==> config.mk <==
export PLATFORM = sky130hd
export DESIGN_NAME = alu_exec_stage
export DESIGN_NICKNAME = d
export VERILOG_FILES = /design/src/rtl/alu_exec_stage.sv
export SDC_FILE = /design/constraint.sdc
export NUM_CORES = 1
export LEC_CHECK = 0
export ABC_AREA = 0
export BUFFER_PORTS_ARGS = -buffer_cell sky130_fd_sc_hd__clkbuf_2
export CAP_MARGIN = 40
export CORE_ASPECT_RATIO = 0.7
export CORE_UTILIZATION = 40
export DETAILED_ROUTE_END_ITERATION = 8
export GPL_ROUTABILITY_DRIVEN = 1
export PLACE_DENSITY = 0.69
export SLEW_MARGIN = 20
export SYNTH_ARGS = -nofsm -noshare
export SYNTH_HDL_FRONTEND = slang
export SYNTH_SLANG_ARGS = --single-unit
==> constraint.sdc <==
create_clock -name CLK -period 5.8 [get_ports CLK]
set_clock_uncertainty 0.05 [all_clocks]
set_input_delay 0.58 -clock CLK [delete_from_list [all_inputs] [get_ports CLK]]
set_output_delay 0.58 -clock CLK [all_outputs]
set_load 0.05 [all_outputs]
==> src/rtl/alu_exec_stage.sv <==
// Two-stage MIPS execute stage: decode/operand-select register (S1) feeding a
// combinational ALU, then a result register (S2) carrying flags and exception
// status. Valid/ready handshake on both sides.

package alu_exec_pkg;

   typedef enum logic [3:0] {
      ALU_SLL  = 4'd0,
      ALU_SRL  = 4'd1,
      ALU_ADD  = 4'd2,
      ALU_SUB  = 4'd3,
      ALU_AND  = 4'd4,
      ALU_OR   = 4'd5,
      ALU_XOR  = 4'd6,
      ALU_NOR  = 4'd7,
      ALU_SLT  = 4'd8,
      ALU_SLTU = 4'd9
   } alu_op_e;

endpackage

// Combinational ALU. Shift amount is porta[4:0]; over is only meaningful for
// ADD/SUB and reads 0 for every other operation.
module alu_exec_alu
   import alu_exec_pkg::*;
#(
   parameter int DW = 32
) (
   input  alu_op_e         aluop_i,
   input  logic [DW-1:0]   porta_i,
   input  logic [DW-1:0]   portb_i,
   output logic [DW-1:0]   outport_o,
   output logic            zero_o,
   output logic            neg_o,
   output logic            over_o
);

   // Operation select plus signed-overflow detection.
   always_comb begin
      // NOTE: every combinationally driven signal gets a default first, so no branch can leave a latch behind.
      outport_o = '0;
      over_o    = 1'b0;
      case (aluop_i)
         ALU_SLL:  outport_o = portb_i << porta_i[4:0];
         ALU_SRL:  outport_o = portb_i >> porta_i[4:0];
         ALU_ADD: begin
            outport_o = porta_i + portb_i;
            over_o    = (porta_i[DW-1] == portb_i[DW-1]) && (outport_o[DW-1] != porta_i[DW-1]);
         end
         ALU_SUB: begin
            outport_o = porta_i - portb_i;
            over_o    = (porta_i[DW-1] != portb_i[DW-1]) && (outport_o[DW-1] != porta_i[DW-1]);
         end
         ALU_AND:  outport_o = porta_i & portb_i;
         ALU_OR:   outport_o = porta_i | portb_i;
         ALU_XOR:  outport_o = porta_i ^ portb_i;
         ALU_NOR:  outport_o = ~(porta_i | portb_i);
         ALU_SLT:  outport_o = {{(DW-1){1'b0}}, ($signed(porta_i) < $signed(portb_i))};
         ALU_SLTU: outport_o = {{(DW-1){1'b0}}, (porta_i < portb_i)};
         default:  outport_o = '0;
      endcase
      zero_o = (outport_o == '0);
      neg_o  = outport_o[DW-1];
   end

endmodule

module alu_exec_stage
   import alu_exec_pkg::*;
#(
   parameter int DW = 32,
   parameter int RW = 5
) (
   input  logic            CLK,
   input  logic            RST,
   input  logic            flush,
   input  logic            in_valid,
   output logic            in_ready,
   input  logic [DW-1:0]   in_instr,
   input  logic [DW-1:0]   in_rs_data,
   input  logic [DW-1:0]   in_rt_data,
   output logic            out_valid,
   input  logic            out_ready,
   output logic [DW-1:0]   out_result,
   output logic [RW-1:0]   out_wsel,
   output logic            out_wen,
   output logic            out_zero,
   output logic            out_neg,
   output logic            out_ovf_exc,
   output logic            out_illegal
);

   // Instruction fields.
   logic [5:0]    opcode;
   logic [5:0]    funct;
   logic [4:0]    shamt;
   logic [RW-1:0] rt_sel;
   logic [RW-1:0] rd_sel;
   logic [15:0]   imm;
   logic [DW-1:0] imm_sext;
   logic [DW-1:0] imm_zext;
   logic          unused_rs_field;

   assign opcode   = in_instr[31:26];
   assign rt_sel   = in_instr[20:16];
   assign rd_sel   = in_instr[15:11];
   assign shamt    = in_instr[10:6];
   assign funct    = in_instr[5:0];
   assign imm      = in_instr[15:0];
   assign imm_sext = {{(DW-16){imm[15]}}, imm};
   assign imm_zext = {{(DW-16){1'b0}}, imm};
   // The rs value arrives pre-read on in_rs_data; the select field itself is not needed here.
   assign unused_rs_field = ^in_instr[25:21];

   // Decoder outputs.
   alu_op_e       dec_aluop;
   logic [DW-1:0] dec_porta;
   logic [DW-1:0] dec_portb;
   logic [RW-1:0] dec_wsel;
   logic          dec_trap;
   logic          dec_illegal;

   // S1 (decode) and S2 (result) state.
   logic          s1_valid_q,   s1_valid_d;
   alu_op_e       s1_aluop_q,   s1_aluop_d;
   logic [DW-1:0] s1_porta_q,   s1_porta_d;
   logic [DW-1:0] s1_portb_q,   s1_portb_d;
   logic [RW-1:0] s1_wsel_q,    s1_wsel_d;
   logic          s1_trap_q,    s1_trap_d;
   logic          s1_illegal_q, s1_illegal_d;

   logic          s2_valid_q,   s2_valid_d;
   logic [DW-1:0] s2_result_q,  s2_result_d;
   logic [RW-1:0] s2_wsel_q,    s2_wsel_d;
   logic          s2_wen_q,     s2_wen_d;
   logic          s2_zero_q,    s2_zero_d;
   logic          s2_neg_q,     s2_neg_d;
   logic          s2_ovf_q,     s2_ovf_d;
   logic          s2_illegal_q, s2_illegal_d;

   // Handshake.
   logic          s2_adv;
   logic          s1_load;
   logic          accept;

   // ALU interface.
   logic [DW-1:0] alu_outport;
   logic          alu_zero;
   logic          alu_neg;
   logic          alu_over;
   logic          ovf_exc;

   // Instruction decode and operand selection.
   always_comb begin
      dec_aluop   = ALU_ADD;
      dec_porta   = in_rs_data;
      dec_portb   = in_rt_data;
      dec_wsel    = rt_sel;
      dec_trap    = 1'b0;
      dec_illegal = 1'b0;
      case (opcode)
         6'h00: begin
            dec_wsel = rd_sel;
            case (funct)
               6'h00: begin
                  dec_aluop = ALU_SLL;
                  dec_porta = {{(DW-5){1'b0}}, shamt};
               end
               6'h02: begin
                  dec_aluop = ALU_SRL;
                  dec_porta = {{(DW-5){1'b0}}, shamt};
               end
               6'h20: begin dec_aluop = ALU_ADD; dec_trap = 1'b1; end
               6'h21:       dec_aluop = ALU_ADD;
               6'h22: begin dec_aluop = ALU_SUB; dec_trap = 1'b1; end
               6'h23:       dec_aluop = ALU_SUB;
               6'h24:       dec_aluop = ALU_AND;
               6'h25:       dec_aluop = ALU_OR;
               6'h26:       dec_aluop = ALU_XOR;
               6'h27:       dec_aluop = ALU_NOR;
               6'h2A:       dec_aluop = ALU_SLT;
               6'h2B:       dec_aluop = ALU_SLTU;
               default:     dec_illegal = 1'b1;
            endcase
         end
         6'h08: begin dec_aluop = ALU_ADD;  dec_portb = imm_sext; dec_trap = 1'b1; end
         6'h09: begin dec_aluop = ALU_ADD;  dec_portb = imm_sext; end
         6'h0A: begin dec_aluop = ALU_SLT;  dec_portb = imm_sext; end
         6'h0B: begin dec_aluop = ALU_SLTU; dec_portb = imm_sext; end
         6'h0C: begin dec_aluop = ALU_AND;  dec_portb = imm_zext; end
         6'h0D: begin dec_aluop = ALU_OR;   dec_portb = imm_zext; end
         6'h0E: begin dec_aluop = ALU_XOR;  dec_portb = imm_zext; end
         6'h0F: begin
            // LUI is a left shift of the immediate by 16.
            dec_aluop = ALU_SLL;
            dec_porta = {{(DW-5){1'b0}}, 5'd16};
            dec_portb = imm_zext;
         end
         default: dec_illegal = 1'b1;
      endcase
      // Unsupported encodings become a harmless 0 + 0 with no destination.
      if (dec_illegal) begin
         dec_aluop = ALU_ADD;
         dec_porta = '0;
         dec_portb = '0;
         dec_wsel  = '0;
         dec_trap  = 1'b0;
      end
   end

   // Handshake: ready never depends on in_valid; flush and reset hold it low
   // so that an offered entry is never seen as transferred when it is dropped.
   assign s2_adv   = !s2_valid_q || out_ready;
   assign s1_load  = !s1_valid_q || s2_adv;
   assign in_ready = s1_load && !flush && !RST;
   assign accept   = in_valid && in_ready;

   alu_exec_alu #(.DW(DW)) u_alu (
      .aluop_i   (s1_aluop_q),
      .porta_i   (s1_porta_q),
      .portb_i   (s1_portb_q),
      .outport_o (alu_outport),
      .zero_o    (alu_zero),
      .neg_o     (alu_neg),
      .over_o    (alu_over)
   );

   assign ovf_exc = s1_trap_q && alu_over;

   // Next-state for both pipeline registers, flush overriding the valids.
   always_comb begin
      s1_valid_d   = s1_valid_q;
      s1_aluop_d   = s1_aluop_q;
      s1_porta_d   = s1_porta_q;
      s1_portb_d   = s1_portb_q;
      s1_wsel_d    = s1_wsel_q;
      s1_trap_d    = s1_trap_q;
      s1_illegal_d = s1_illegal_q;

      s2_valid_d   = s2_valid_q;
      s2_result_d  = s2_result_q;
      s2_wsel_d    = s2_wsel_q;
      s2_wen_d     = s2_wen_q;
      s2_zero_d    = s2_zero_q;
      s2_neg_d     = s2_neg_q;
      s2_ovf_d     = s2_ovf_q;
      s2_illegal_d = s2_illegal_q;

      if (s1_load) begin
         s1_valid_d = accept;
         if (accept) begin
            s1_aluop_d   = dec_aluop;
            s1_porta_d   = dec_porta;
            s1_portb_d   = dec_portb;
            s1_wsel_d    = dec_wsel;
            s1_trap_d    = dec_trap;
            s1_illegal_d = dec_illegal;
         end
      end

      if (s2_adv) begin
         s2_valid_d = s1_valid_q;
         // Data only moves with a real entry, keeping outputs quiet otherwise.
         if (s1_valid_q) begin
            s2_result_d  = alu_outport;
            s2_wsel_d    = s1_wsel_q;
            s2_wen_d     = !s1_illegal_q && !ovf_exc && (s1_wsel_q != '0);
            s2_zero_d    = alu_zero;
            s2_neg_d     = alu_neg;
            s2_ovf_d     = ovf_exc;
            s2_illegal_d = s1_illegal_q;
         end
      end

      if (flush) begin
         s1_valid_d = 1'b0;
         s2_valid_d = 1'b0;
      end
   end

   // Pipeline registers with synchronous reset.
   always_ff @(posedge CLK) begin
      // NOTE: sequential state uses non-blocking assignments so every register samples pre-edge values.
      if (RST) begin
         // NOTE: datapath registers are reset as well, because outputs must read 0 while in reset.
         s1_valid_q   <= 1'b0;
         s1_aluop_q   <= ALU_SLL;
         s1_porta_q   <= '0;
         s1_portb_q   <= '0;
         s1_wsel_q    <= '0;
         s1_trap_q    <= 1'b0;
         s1_illegal_q <= 1'b0;
         s2_valid_q   <= 1'b0;
         s2_result_q  <= '0;
         s2_wsel_q    <= '0;
         s2_wen_q     <= 1'b0;
         s2_zero_q    <= 1'b0;
         s2_neg_q     <= 1'b0;
         s2_ovf_q     <= 1'b0;
         s2_illegal_q <= 1'b0;
      end else begin
         s1_valid_q   <= s1_valid_d;
         s1_aluop_q   <= s1_aluop_d;
         s1_porta_q   <= s1_porta_d;
         s1_portb_q   <= s1_portb_d;
         s1_wsel_q    <= s1_wsel_d;
         s1_trap_q    <= s1_trap_d;
         s1_illegal_q <= s1_illegal_d;
         s2_valid_q   <= s2_valid_d;
         s2_result_q  <= s2_result_d;
         s2_wsel_q    <= s2_wsel_d;
         s2_wen_q     <= s2_wen_d;
         s2_zero_q    <= s2_zero_d;
         s2_neg_q     <= s2_neg_d;
         s2_ovf_q     <= s2_ovf_d;
         s2_illegal_q <= s2_illegal_d;
      end
   end

   assign out_valid   = s2_valid_q;
   assign out_result  = s2_result_q;
   assign out_wsel    = s2_wsel_q;
   assign out_wen     = s2_wen_q;
   assign out_zero    = s2_zero_q;
   assign out_neg     = s2_neg_q;
   assign out_ovf_exc = s2_ovf_q;
   assign out_illegal = s2_illegal_q;

endmodule

* Word-level counts from Yosys, hierarchy flattened
Cells that the tools add are included.
Storage, ports and cells: bits in writable memories 0, flip-flop bits (word level) 119, output and inout bits 44, input port bits 101, bits in read-only memories 0, word-level logic and storage cells 105, memories 0, latch bits 0
Operators by class: muxes and demuxes 17, $add $sub $neg 2, div/mod/pow operators 0, $lt $le $gt $ge 2, reduce and logical (&&, ||, !) cells 31, bitwise operators 4, shifts and indexed selects 2, multipliers 0, equality and inequality tests 32
Operators by type and width (count):
- 32-bit case mux with 10 select lines | 1
- 32-bit case mux with 2 select lines | 2
- 32-bit two-way mux | 3
- 32-bit less-than comparator | 2
- 6-bit equality test (second input constant) | 10
- 6-bit by 4-bit equality test with 1-bit output (second input constant) | 8
- 4-bit case mux with 9 select lines | 1
- 32-bit adder | 1
- 32-bit AND | 1
- 32-bit logical NOT | 1
- 32-bit inverter | 1
- 32-bit bitwise OR | 1
- 32-bit by 5-bit left shift with 32-bit output | 1
- 32-bit by 5-bit >> shifter with 32-bit output | 1
- 32-bit subtractor | 1
- 32-bit XOR | 1
- 4-bit case mux with 7 select lines | 1
- 4-bit by 3-bit equality test with 1-bit output (second input constant) | 4
- 6-bit logical NOT | 2
- 12-bit OR reduction | 1
- 5-bit two-way mux | 2
- 4-bit by 2-bit equality test with 1-bit output (second input constant) | 2
- 4-bit equality test (second input constant) | 2
- 1-bit logical AND | 8
- other kinds (15) | 32

* Depth between registers and ports, before layout
depth in word-level cells 8, gate-level depth with buffers 19, mapped depth without buffers 15

* By module
Synthesis repeated with hierarchy kept, for this count alone.
Second synthesis, totals: cells, all modules 1986, area total of the unflattened synthesis 14171.1 um^2
Modules (own cells, without submodules):
- alu_exec_alu | area each 9694.3 um^2, cells an instance 1472, seq. area each 0.0 um^2, times used 1
- alu_exec_stage | area each 4476.8 um^2, cells an instance 514, seq. area each 2382.3 um^2, times used 1

* Worst setup path before layout
OpenSTA, ideal clock, no wires.
path type register to register, start point register s1_porta_q[0], end point register s2_zero_q, in the netlist out_zero, required time 5627 ps, period minus slack after synthesis 4227 ps, cell stages (with the launch flop) 20, path slack 1573 ps, setup time 123 ps, data arrival time 4054 ps, path buffers 4, cell sequence dfxtp_1 -> buf_6 -> inv_1 -> clkbuf_1 -> clkbuf_1 -> buf_2 -> ha_1 -> fa_1 -> o21bai_1 -> o2111ai_1 -> a2111oi_0 -> nor3_1 -> a21oi_1 -> a211oi_1 -> o21ai_0 -> a2111o_1 -> o211a_1 -> and3_1 -> nand4_1 -> o31ai_2
On the way: longest elaborated chain between the ends 4, elaborated cells between the ends (all ways) 12, those cells by class 2 x add/sub; 2 x order compare; 2 x shift; 1 x mux; 4 x bitwise; 1 x reduce/logical
Ends and longest elaborated chain:
- start, declared | RTL line 126 | logic [DW-1:0] s1_porta_q, s1_porta_d;
- start signal, assigned | RTL line 304 | s1_porta_q <= s1_porta_d;
- branches (longest 2 deep; another with 32-bit subtractor)
- 32-bit case mux with 10 select lines (*) | RTL line 43 | case (aluop_i)
- 32-bit logical NOT (*) | RTL line 62 | zero_o = (outport_o == '0);
- end signal, assigned | RTL line 313 | s2_zero_q <= s2_zero_d;
- end, declared | RTL line 136 | logic s2_zero_q, s2_zero_d;
Mark *: on every way between the ends. A chain may end at the register's enable or synchronous reset.

* Final worst setup path
start point register s1_porta_q[1], end point register s2_zero_q, in the netlist out_zero
The elaborated chain is that of the path after synthesis.

==> metrics.yaml <==
sta:
  report.final.slew_viol_count: 0
  finalSetupViolCount: 0
  worst_pin_slew_ns: 0.9322
  rsz0062_at_grt: "false"
  tns_ns: 0
  max-slew-margin-rel: 0.3785
  max_freq_mhz: 187.1
  hold_violations: 0
  min_period_over_period: 0.9217
  min_period_ns: 5.346
power:
  power_per_cell_area_nw_per_um2: 146.5
  pwr-share-seq: 0.361
  pwr-share-clk: 0.449
  intPower_mw: 1.588
  p_leak_nw: 5.995
  combPwrFrac: 0.190
  switching_share: 0.3253
  ir_worst_vdd_mv: 0.2010
  p_sw_uw: 765.9
setup_path:
  required_ns: 6.12
  worstPathMaxFanout: 26
  cp_slowest_cell: "a2111oi_0"
  cp_top_family: "compound AO/OA/AOI/OAI gates"
  crit_type: "flip-flop to flip-flop"
  cp.arrival_ns: 5.67
  critPathCaptureType: "flip-flop"
  cp.buffers_inverters: 2
  cpMostUsedCell: "nor4_1"
  slowest_delay_ns: 0.72
  start_kind: "flip-flop"
  worstPathCellList: "inv_1 > fa_1 > nand2b_1 > a2111oi_0 > nor2_1 > o31ai_1 > mux2i_1 > xnor2_1 > buf_4 > o21ai_0 > nor4_1 > nand4b_1 > nor4_1 > nand4_1 > o31ai_2"
logic_synthesis:
  synthTopCellsByCount: "nor2_1, a21oi_1, nand2_1"
  yosysWarningCount: 0
  synth_area_leaders: "dfxtp_1, ha_1, mux2i_1, nor2_1, a21oi_1"
  synth_top_area_cell: "dfxtp_1"
  syn_nets: 2189
  synth_seq_cells: 118
  synthFlopType: "dfxtp_1"
  syn_area_per_cell_um2: 7.301
  yosysMostFrequentCell: "nor2_1"
  postSynthCellCount: 1980
  syn_area_um2: 14460
  seq_area_frac_synth: 0.1634
  ys_async_sr_fraction: 0
  synth_edf_count: 0
  yosys.cell_types.count: 86
  synth_top_area_frac: 0.1634
die:
  start_util: 0.4112
  boundaryPins: 145
  die_area_um2: 36920
  die_x_um: 229.2
  core_area_um2: 35160
  die_h_um: 161.1
  rows: 57
global_route:
  grt_pass1_wl_um: 99680
  track_usage: 0.3655
  grt_pass1_vias: 14760
  grt_overflow: 0
  antenna_found_initial: 2
  grt_max_degree: 69
finish:
  final_core_util: 0.4569
  final_cell_area_um2: 16070
  fin_nets: 2231
  layout-drive-gt1-share: 0.1563
  nFillCells: 3574
  area_growth_pct: 11.13
min_path:
  hold_class: "input pin to flip-flop"
placement:
  routabilityCongestion: 1.054
  post_dp_cell_area_um2: 15460
  hpwl_um: 53880
  numPortBuffers: 139
drt:
  wl_per_cell_um: 27.24
  routed_via_density: 6.460
  wl_um: 68350
  num_vias: 16210
  drtAntennaViolNets: 0
  first_pass_iters: 8
  drt_iter0_markers: 2152
  remaining_drc_errors: 0
clocking:
  clk_pin_slew_ns: 0.06
  h-tree-depth: 4
  cts_buffers: 17
  clk_path_buf_depth: 2
  tritoncts: "yes"
  clkSinkCount: 118
  clkLatencyLatePin_ns: 0.46
  cts_setup_buffers: 0
  cts_resized: 0
  cts_hold_buffers: 0
  cts-root-buf: "clkbuf_16"
job:
  cap_violations: 0
status:
  run_status: "complete, no violations"
==> power groups by stage <==
stage | sequential [mW] | clock, mW | combinational (mW)
floorplan | 0.892 | 0 | 0.242
global placement | 0.866 | 0 | 0.426
global route | 0.851 | 1.12 | 0.470
detailed placement | 0.867 | 0 | 0.429
finish | 0.850 | 1.06 | 0.446
CTS | 0.849 | 1.07 | 0.430
==> metal layers <==
| layer | vias up | part of all wire | GRT usage | wire, um |
|---|---|---|---|---|
| met5 | - | 0.00028 | 0 | 19 |
| met4 | 2 | 0.030 | 0.1112 | 2056 |
| met3 | 105 | 0.12 | 0.09799 | 8163 |
| met2 | 1035 | 0.40 | 0.5106 | 27480 |
| met1 | 7788 | 0.45 | 0.5382 | 30640 |
| li1 | 7278 | - | - | - |
==> cell usage in the layout, fill, tap and decap left out, types with 25 or more instances in the layout <==
| master | synthesis | layout |
|---|---|---|
| o21ai_0 | 111 | 111 |
| a211oi_1 | 68 | 68 |
| mux2_2 | 25 | 25 |
| dfxtp_1 | 118 | 113 |
| xnor2_1 | 58 | 58 |
| nor2_1 | 245 | 245 |
| o22ai_1 | 35 | 35 |
| nor3_1 | 51 | 50 |
| buf_4 | 8 | 59 |
| mux2i_1 | 112 | 112 |
| a22oi_1 | 37 | 37 |
| mux4_2 | 27 | 27 |
| ha_1 | 106 | 106 |
| clkbuf_2 | 1 | 138 |
| inv_1 | 102 | 102 |
| nand2_1 | 156 | 155 |
| nand3_1 | 33 | 33 |
| a21oi_1 | 180 | 180 |
==> state kept, by name (all words and copies together) (netlist names) <==
name	count
out_valid	1
s1_illegal_q	1
s1_valid_q	1
out_wsel	5
out_ovf_exc	1
s1_trap_q	1
s1_porta_q	32
out_zero	1
s1_portb_q	32
out_result	32
out_wen	1
s1_wsel_q	5
s1_aluop_q	4
out_illegal	1
==> area by class of cell <==
cell class                 count  area (um2)  share of cell area
multi-input combinational   1579       10940              0.6809
sequential                   118        2379              0.1481
timing repair buffer         204        1194             0.07430
tap                          472       590.6             0.03676
clock buffer                  23       510.5             0.03178
inverter                     102       382.9             0.02383
clock inverter                 9       65.06            0.004050
antenna                        2       5.005           0.0003115
==> kinds of logic (layout without fill, tap and decap cells) <==
| family | Yosys count | in the layout | share of synthesized area |
|---|---|---|---|
| and+or+nand+nor | 620 | 620 | 0.1949 |
| DFF | 118 | 118 | 0.1634 |
| xor gates and xnor gates | 62 | 62 | 0.03756 |
| buffers and inverters | 283 | 338 | 0.08179 |
| other | 0 | 2 | 0 |
| adders and majority gates | 108 | 108 | 0.09451 |
| muxes | 169 | 169 | 0.1482 |
| AOI/OAI and AO/OA | 620 | 620 | 0.2796 |
==> metrics by stage <==
step	total power [mW]	worst slack, ns	std cells	hold WS [ns]
6_report	2.354	0.4539	2509	0.2808
3_3_place_gp	1.292	0.6805	2468	0.3927
4_1_cts	2.353	0.5582	2504	0.2668
3_5_place_dp	1.295	0.6132	2472	0.3999
2_1_floorplan	1.134	1.573	1980	0.3949
5_1_grt	2.439	0.02059	2507	0.2764
==> worst paths after layout <==
| check | depth (start not counted) | start | endpoint | slack (ns) |
|---|---|---|---|---|
| setup / recovery | 15 | s1_porta_q[1]$_SDFFE_PP0P_ | out_zero$_SDFFE_PP0P_ | 0.45 |
| hold reg to reg | 2 | out_wsel[3]$_SDFFE_PP0P_ | out_wsel[3]$_SDFFE_PP0P_ | 0.41 |
| hold / removal | 2 | flush | out_valid$_SDFFE_PP0P_ | 0.28 |
| setup reg to reg | 15 | s1_porta_q[1]$_SDFFE_PP0P_ | out_zero$_SDFFE_PP0P_ | 0.45 |
(Power assumes the default switching activity.)
